<file path="src/rtl/apex7_slot_encoder.sv">
// Round-robin six-channel arbiter that encodes the granted channel onto the
// apex7 select bus under a valid/ready handshake and counts accepted transfers.
module apex7_slot_encoder #(
    parameter int CNT_W      = 7,
    parameter int TERM_COUNT = 82,
    parameter int HOLD_ON_TC = 1
) (
    input  logic             clock,
    input  logic             reset,
    input  logic [5:0]       req,
    input  logic             ready,
    input  logic             tc_clr,
    output logic [2:0]       sel,
    output logic             valid,
    output logic [2:0]       chan,
    output logic [CNT_W-1:0] count,
    output logic             tc
);

    typedef enum logic [1:0] {
        ST_IDLE  = 2'd0,
        ST_ISSUE = 2'd1,
        ST_HALT  = 2'd2
    } state_t;

    localparam logic [CNT_W-1:0] TERM_V  = CNT_W'(TERM_COUNT);
    localparam logic [CNT_W-1:0] CNT_ONE = CNT_W'(1);

    state_t           state_q, state_d;
    logic [2:0]       sel_q, sel_d;
    logic             valid_q, valid_d;
    logic [2:0]       chan_q, chan_d;
    logic [CNT_W-1:0] count_q, count_d;
    logic             tc_q, tc_d;
    logic [2:0]       rr_ptr_q, rr_ptr_d;

    logic [CNT_W-1:0] cnt_inc_s;
    logic [2:0]       ptr_inc_s;
    logic [3:0]       pick_idle_s;
    logic [3:0]       pick_next_s;
    logic             term_hit_s;

    // First set request at or after ptr, wrapping 5->0; bit 3 flags a hit.
    function automatic logic [3:0] rr_pick(input logic [5:0] r, input logic [2:0] p);
        logic [3:0] res;
        logic [3:0] tmp;
        res = 4'b0000;
        for (int k = 5; k >= 0; k--) begin
            tmp = {1'b0, p} + 4'(k);
            if (tmp >= 4'd6) begin
                tmp = tmp - 4'd6;
            end else begin
                tmp = tmp;
            end
            if (r[tmp[2:0]]) begin
                res = {1'b1, tmp[2:0]};
            end else begin
                res = res;
            end
        end
        return res;
    endfunction

    function automatic logic [2:0] sel_enc(input logic [2:0] ch);
        logic [2:0] s;
        case (ch)
            3'd0:    s = 3'b010;
            3'd1:    s = 3'b011;
            3'd2:    s = 3'b100;
            3'd3:    s = 3'b101;
            3'd4:    s = 3'b110;
            3'd5:    s = 3'b111;
            default: s = 3'b000;
        endcase
        return s;
    endfunction

    assign cnt_inc_s   = count_q + CNT_ONE;
    assign ptr_inc_s   = (chan_q == 3'd5) ? 3'd0 : (chan_q + 3'd1);
    assign pick_idle_s = rr_pick(req, rr_ptr_q);
    assign pick_next_s = rr_pick(req, ptr_inc_s);
    assign term_hit_s  = (cnt_inc_s == TERM_V);

    // Next-state logic for the arbiter FSM, counter and terminal flag.
    always_comb begin
        state_d  = state_q;
        sel_d    = sel_q;
        valid_d  = valid_q;
        chan_d   = chan_q;
        count_d  = count_q;
        rr_ptr_d = rr_ptr_q;
        tc_d     = tc_q & ~tc_clr;
        case (state_q)
            ST_IDLE: begin
                if (pick_idle_s[3]) begin
                    valid_d = 1'b1;
                    chan_d  = pick_idle_s[2:0];
                    sel_d   = sel_enc(pick_idle_s[2:0]);
                    state_d = ST_ISSUE;
                end else begin
                    valid_d = 1'b0;
                    sel_d   = 3'b000;
                end
            end
            ST_ISSUE: begin
                if (valid_q && ready) begin
                    count_d  = cnt_inc_s;
                    rr_ptr_d = ptr_inc_s;
                    // A terminal-count set outranks a same-cycle tc_clr.
                    tc_d     = term_hit_s ? 1'b1 : (tc_q & ~tc_clr);
                    if (term_hit_s && (HOLD_ON_TC != 0)) begin
                        valid_d = 1'b0;
                        sel_d   = 3'b000;
                        state_d = ST_HALT;
                    end else if (pick_next_s[3]) begin
                        valid_d = 1'b1;
                        chan_d  = pick_next_s[2:0];
                        sel_d   = sel_enc(pick_next_s[2:0]);
                        state_d = ST_ISSUE;
                    end else begin
                        valid_d = 1'b0;
                        sel_d   = 3'b000;
                        state_d = ST_IDLE;
                    end
                end else begin
                    state_d = ST_ISSUE;
                end
            end
            ST_HALT: begin
                valid_d = 1'b0;
                sel_d   = 3'b000;
                if (tc_clr) begin
                    state_d = ST_IDLE;
                end else begin
                    state_d = ST_HALT;
                end
            end
            default: begin
                valid_d = 1'b0;
                sel_d   = 3'b000;
                state_d = ST_IDLE;
            end
        endcase
    end

    // State and registered outputs.
    always_ff @(posedge clock or posedge reset) begin
        if (reset) begin
            state_q  <= ST_IDLE;
            sel_q    <= 3'b000;
            valid_q  <= 1'b0;
            chan_q   <= 3'd0;
            count_q  <= '0;
            tc_q     <= 1'b0;
            rr_ptr_q <= 3'd0;
        end else begin
            state_q  <= state_d;
            sel_q    <= sel_d;
            valid_q  <= valid_d;
            chan_q   <= chan_d;
            count_q  <= count_d;
            tc_q     <= tc_d;
            rr_ptr_q <= rr_ptr_d;
        end
    end

    assign sel   = sel_q;
    assign valid = valid_q;
    assign chan  = chan_q;
    assign count = count_q;
    assign tc    = tc_q;

endmodule

</file>
<file path="config.mk">
export PLATFORM = sky130hd
export DESIGN_NAME = apex7_slot_encoder
export DESIGN_NICKNAME = d
export VERILOG_FILES = /design/src/rtl/apex7_slot_encoder.sv
export SDC_FILE = /design/constraint.sdc
export NUM_CORES = 1
export LEC_CHECK = 0
export BUFFER_PORTS_ARGS = -buffer_cell sky130_fd_sc_hd__buf_2
export CAP_MARGIN = 0
export CORE_AREA = 2 2 83 85
export CTS_CLUSTER_DIAMETER = 30
export DETAILED_ROUTE_END_ITERATION = 8
export DIE_AREA = 0 0 85 87
export SLEW_MARGIN = 5
export SYNTH_ARGS = -nofsm -noshare
export SYNTH_HDL_FRONTEND = slang
export SYNTH_SLANG_ARGS = --single-unit
</file>
<file path="constraint.sdc">
create_clock -name clock -period 5.6 [get_ports clock]
set_input_delay 0.84 -clock clock [delete_from_list [all_inputs] [get_ports clock]]
set_output_delay 0.84 -clock clock [all_outputs]
set_load 0.01 [all_outputs]
</file>
## Yosys cells after proc, flatten, opt, wreduce, memory -nomap -nowiden

Index checks and enable logic that the tools add are counted.

| cells by class | value |
|---|---|
| $add $sub $neg | 24 |
| order comparisons | 24 |
| equality and inequality tests | 18 |
| muxes and demuxes | 75 |
| bitwise logic cells | 2 |
| reduce and logical (&&, ||, !) cells | 7 |

Operator list:

| kind | number |
|---|---|
| 3-bit 2-to-1 mux | 21 |
| 3-bit by 4-bit < comparator with 1-bit output, second input constant | 12 |
| 4-bit 2-to-1 mux | 12 |
| 4-bit by 3-bit >= comparator with 1-bit output, second input constant | 10 |
| 1-bit binary-select mux with 3-bit select | 12 |
| 3-bit case mux with 6 select lines | 2 |
| 3-bit subtractor, second input constant | 12 |
| 1-bit 2-to-1 mux | 20 |
| 3-bit by 2-bit adder with 4-bit output, second input constant | 4 |
| 3-bit by 3-bit adder with 4-bit output, second input constant | 4 |
| 3-bit == test, second input constant | 5 |
| 3-bit by 2-bit == test with 1-bit output, second input constant | 4 |
| 3-bit case mux with 2 select lines | 2 |
| 3-bit by 1-bit adder with 4-bit output, second input constant | 2 |
| 2-bit 2-to-1 mux | 4 |
| 2-bit inequality test, second input constant | 4 |
| 7-bit by 1-bit adder with 7-bit output, second input constant | 1 |
| 7-bit == test, second input constant | 1 |
| 3-bit by 1-bit == test with 1-bit output, second input constant | 2 |
| 3-bit >= comparator, second input constant | 2 |
| 3-bit logical NOT | 2 |
| 2-bit case mux with 3 select lines | 1 |
| 5-bit AND reduction | 1 |
| 3-bit by 1-bit adder with 3-bit output, second input constant | 1 |
| 9 further kinds | 9 |

| word-level totals | value |
|---|---|
| register bits | 20 |
| output and inout port bits | 15 |
| word-level logic and storage cells | 157 |

## Longest topological paths before layout

| logic depth | value |
|---|---|
| depth after elaboration | 19 |
| mapped depth | 18 |
| mapped depth without buffers | 14 |

## Least setup slack after synthesis

Ideal clock, no wire load.

| path | value |
|---|---|
| path kind | reg-to-reg |
| start point | register chan_q[0] (netlist: chan[0]) |
| end point | register chan_q[0] (netlist: chan[0]) |
| arrival | 3.757 ns |
| path slack | 1.778 ns |
| cell stages (with the launch flop) | 19 |
| path buffers | 4 |
| clock period less this slack | 3.822 ns |
| cells stage by stage | dfrtp_1 buf_6 buf_12 buf_6 inv_1 nor3_1 a21oi_1 inv_1 ha_1 buf_2 and2_1 a2111oi_4 nor2_1 a221oi_2 nand2_1 a2111oi_2 a2111oi_1 a311oi_1 a21o_1 |

| between the ends | value |
|---|---|
| word-level cells in the longest chain between the ends | 17 |

Ends and longest elaborated chain:

| element | RTL line | RTL |
|---|---|---|
| start: declaration | 32 | `logic [2:0] chan_q, chan_d;` |
| start signal: assignment | 160 | `chan_q <= chan_d;` |
| 3-bit by 1-bit adder with 3-bit output or 3-bit == test (tied branches) | 79 | `assign ptr_inc_s = (chan_q == 3'd5) ? 3'd0 : (chan_q + 3'd1);` |
| 3-bit 2-to-1 mux * | 79 |  |
| named net ptr_inc_s[0] | 38 | `logic [2:0] ptr_inc_s;` |
| 3-bit by 3-bit adder with 4-bit output | 49 | `tmp = {1'b0, p} + 4'(k);` |
| 4-bit by 3-bit >= comparator with 1-bit output or 3-bit subtractor (tied branches) | 50, 51 |  |
| 3-bit 2-to-1 mux | 50 | `if (tmp >= 4'd6) begin` |
| 1-bit binary-select mux with 3-bit select | 55 | `if (r[tmp[2:0]]) begin` |
| 1-bit 2-to-1 mux (not written as such) | 55 |  |
| 4-bit 2-to-1 mux (5 in a row) | 55 |  |
| 4-bit 2-to-1 mux * | 55 |  |
| 3-bit 2-to-1 mux | 115 | `end else if (pick_next_s[3]) begin` |
| 3-bit 2-to-1 mux | 111 | `if (term_hit_s && (HOLD_ON_TC != 0)) begin` |
| 3-bit 2-to-1 mux | 106 | `if (valid_q && ready) begin` |
| 3-bit case mux with 2 select lines | 93 | `case (state_q)` |

The timed path passes the listed nets; every way through them passes the cells marked *. The select of a mux whose other input is x is not followed.
A chain may end at the register's enable or synchronous reset.

## Final worst setup path

| path | value |
|---|---|
| start point | register chan_q[2] (netlist: chan[2]) |
| end point | register chan_q[0] (netlist: chan[0]) |

| between the ends | value |
|---|---|
| word-level cells in the longest chain between the ends | 17 |

Ends and longest elaborated chain:

| element | RTL line |
|---|---|
| 3-bit == test * | 79 |
| 3-bit 2-to-1 mux * | 79 |
| named net ptr_inc_s[1] | 38 |
| 3-bit by 3-bit adder with 4-bit output | 49 |
| 4-bit by 3-bit >= comparator with 1-bit output or 3-bit subtractor (tied branches) | 50, 51 |
| 3-bit 2-to-1 mux | 50 |
| 1-bit binary-select mux with 3-bit select | 55 |
| 1-bit 2-to-1 mux (not written as such) | 55 |
| 4-bit 2-to-1 mux (5 in a row) | 55 |
| 4-bit 2-to-1 mux * | 55 |
| 3-bit 2-to-1 mux | 115 |
| 3-bit 2-to-1 mux | 111 |
| 3-bit 2-to-1 mux | 106 |
| 3-bit case mux with 2 select lines | 93 |

Marks and branches as above.

==> qor.yml <==
status:
  outcome: "finished, final reports clean"
logic_synthesis:
  synthSimpleGateAreaFrac_pct: 25.6
  syn_area_mm2: 0.00287
  yosysWarnings: 0
  postSynthNetCount: 391
  synth_xor_area_share_pct: 4.27
  synth-compound-area-share_pct: 27.5
  synth_top_family_by_area: "compound AO/OA/AOI/OAI gates"
  syn_inst: 362
  synth-async-reset-ratio_pct: 100
  synth_seq_cells: 20
  muxShareOfSynthArea_pct: 10.1
  ys_seq_area_share_pct: 17.4
  yosys_most_used_dff: "dfrtp_1"
  synthAdderAreaFrac_pct: 8.27
  yosysUniqueCellTypes: 74
  synth_area_per_cell_um2: 7.94
  synth_edf_count: 0
timing:
  finalCritPeriodShare_pct: 69.0
  fin_ws_ps: 1740
  max_freq_mhz: 259
  clock_skew_ps: 1.25
  slew_headroom_pct: 48.3
  hold_viol: 0
  rsz0062_at_grt: "no"
  period_minus_slack_ps: 3860
  drv_slew: 0
  worst_slew_pin_slew_ps: 775
  fin_tns_setup_ps: 0
  setup_viol: 0
die:
  core_area_mm2: 0.00657
  die-height_um: 87
  initial_utilization_pct: 43.8
  dieWidth_um: 85
  num_rows: 30
  dieArea_mm2: 0.00740
  boundaryPins: 25
layout:
  fill_cells: 681
  final_cell_mix: "nand2_1, nor2_1, buf_2, a21oi_1, o21ai_0"
  drive_above_1_share_pct: 14.1
  multi_input_area_mm2: 0.00218
  final_nets: 399
  diodes: 0
  seqCellArea_um2: 500
  fin_util_pct: 46.0
  fin_cells: 448
  final_common_cell: "nand2_1"
  area_growth_pct: 5.05
grt:
  grt_use_met1_pct: 28.6
  track_usage_pct: 19.6
  grt_antenna_before_repair: 0
  grt_max_degree: 26
  grt_pass1_wl_um: 12200
  use_met3_pct: 1.14
  busiest_layer: "met2"
  grt-ovfl-total: 0
  grt_pass1_vias: 2521
  grt_util_met2_pct: 32.5
setup_path:
  critPathLaunchType: "flip-flop"
  path_cells: "nor3_1, a21oi_1, inv_1, ha_1, and2_1, a2111oi_4, nor2_1, a221oi_2, nand2_1, a2111oi_2, a2111oi_1, a311oi_1, a21o_1"
  r2r-start: "chan[2]$_DFFE_PP0P_"
  end_kind: "flip-flop"
  path_class: "flip-flop to flip-flop"
  worstPathArrival_ps: 4060
  cp_max_fo: 15
  critPathMaxStageDelay_ps: 600
  slowest_stage: "dfrtp_1"
  r2r-end: "chan[0]$_DFFE_PP0P_"
  crit_required_ps: 5800
  r2r_cells: 13
  r2r_setup_slack_ps: 1740
placement:
  pre_cts_ws_ps: 1750
  dp.cells: 445
  io_buffers: 24
  globalplace.congestion: 0.889
  dp_hpwl_um: 5420
detailed_routing:
  wirelength_um: 7040
  antenna_left: 0
  initialDrtViolationCount: 133
  vias: 2669
  wl_per_cell_um: 15.7
  via_per_inst: 5.96
  drc: 0
  dr.pass1.iters: 4
cts:
  clockRootBuffer: "clkbuf_8"
  clk_latency_ps: 260
  hold_buffers: 0
  cts_tree: "yes"
  clkTransAtPathRegs_ps: 70
  cts_made_buffers: 3
  cts_resized: 0
  htree_levels: 1
  cts_setup_buffers: 0
  cts_buffer_depth: 2
  cts_sinks: 20
min_path:
  hp-start: "sel[0]$_DFFE_PP0N_"
  min_path_type: "flip-flop to flip-flop"
  hold_end: "sel[0]$_DFFE_PP0N_"
  min_path_cells: 1
run:
  maxCapViolCount: 0
-- worst max-delay path: cells and delay by family (launching register included) --
kind            cells  cell delay [ps]
simple gates        4              540
fa+ha+maj           1              350
flops               1              600
buf+inv             1              180
compound gates      7             2120
-- worst max path at each step --
stage,startpoint,to,slack [ps],cells past startpoint
after detailed placement,chan[2]$_DFFE_PP0P_,chan[0]$_DFFE_PP0P_,1750,13
after global placement,chan[2]$_DFFE_PP0P_,sel[0]$_DFFE_PP0N_,1890,13
after global routing,chan[2]$_DFFE_PP0P_,chan[0]$_DFFE_PP0P_,1390,13
after CTS,chan[2]$_DFFE_PP0P_,chan[0]$_DFFE_PP0P_,1740,13
after floorplan,chan[0]$_DFFE_PP0P_,chan[0]$_DFFE_PP0P_,1780,18
final,chan[2]$_DFFE_PP0P_,chan[0]$_DFFE_PP0P_,1740,13
-- sequential cells by signal (all words and copies together), names as in the netlist --
name      count
sel           3
count         7
state_q       2
chan          3
valid         1
tc            1
rr_ptr_q      3
-- metrics by stage --
step,hold slack (ps),area [um2]
floorplan,453,2870
global placement,499,2980
detailed placement,481,2980
CTS,508,3020
global route,536,3020
finish,509,3020
-- metal layers --
layer	vias up	part of all wire, %
li1	1354	-
met1	1254	52
met2	56	44
met3	5	3.3
met4	0	0.57
met5	-	0
-- cell families after synthesis --
logic type      after synthesis
compound gates              108
xor+xnor                     14
fa+ha+maj                    19
buf+inv                      41
flops                        20
mux                          28
simple gates                132
-- Yosys cell counts, drive strengths merged, types with 2 or more instances --
| library cell | n | area, um2 |
|---|---|---|
| dfrtp | 20 | 500 |
| nor3b | 8 | 65.1 |
| a21oi | 24 | 124 |
| nor2 | 24 | 90.1 |
| nand3 | 10 | 50.1 |
| or3 | 5 | 31.3 |
| nand2b | 5 | 31.3 |
| clkbuf | 11 | 41.3 |
| o31ai | 3 | 22.5 |
| and2 | 6 | 37.5 |
| a2111oi | 5 | 76.3 |
| nand4 | 2 | 12.5 |
| a21o | 3 | 22.5 |
| nor3 | 10 | 50.1 |
| o22ai | 2 | 12.5 |
| a21boi | 2 | 15.0 |
| nand2 | 30 | 113 |
| o21bai | 4 | 30.0 |
| xnor2 | 12 | 105 |
| o21ai | 23 | 115 |
| and4 | 3 | 26.3 |
| a2bb2oi | 2 | 17.5 |
| o211ai | 4 | 35.0 |
| inv | 19 | 71.3 |
| or2 | 4 | 25.0 |
| mux2 | 9 | 101 |
| nor4b | 2 | 32.5 |
| mux2i | 19 | 190 |
| nor2b | 2 | 12.5 |
| and3 | 5 | 31.3 |
| nor4 | 4 | 25.0 |
| ha | 19 | 238 |
| buf | 11 | 82.6 |
| xor2 | 2 | 17.5 |
| o21a | 6 | 45.0 |
| o221a | 2 | 22.5 |
| a211oi | 8 | 65.1 |
| a311oi | 2 | 17.5 |
| a31oi | 5 | 46.3 |
| nand3b | 7 | 52.6 |
-- area by class of cell --
| type | instances | share of cell area [%] |
|---|---|---|
| Clock buffer | 3 | 1.37 |
| Inverter | 19 | 2.36 |
| Multi-Input combinational cell | 301 | 72.2 |
| Sequential cell | 20 | 16.6 |
| Tap cell | 80 | 3.32 |
| Timing Repair Buffer | 25 | 4.23 |
Power is left out: the tool's default activity adds up to more than one toggle a clock period on the data nets, which glitch-free logic cannot reach.
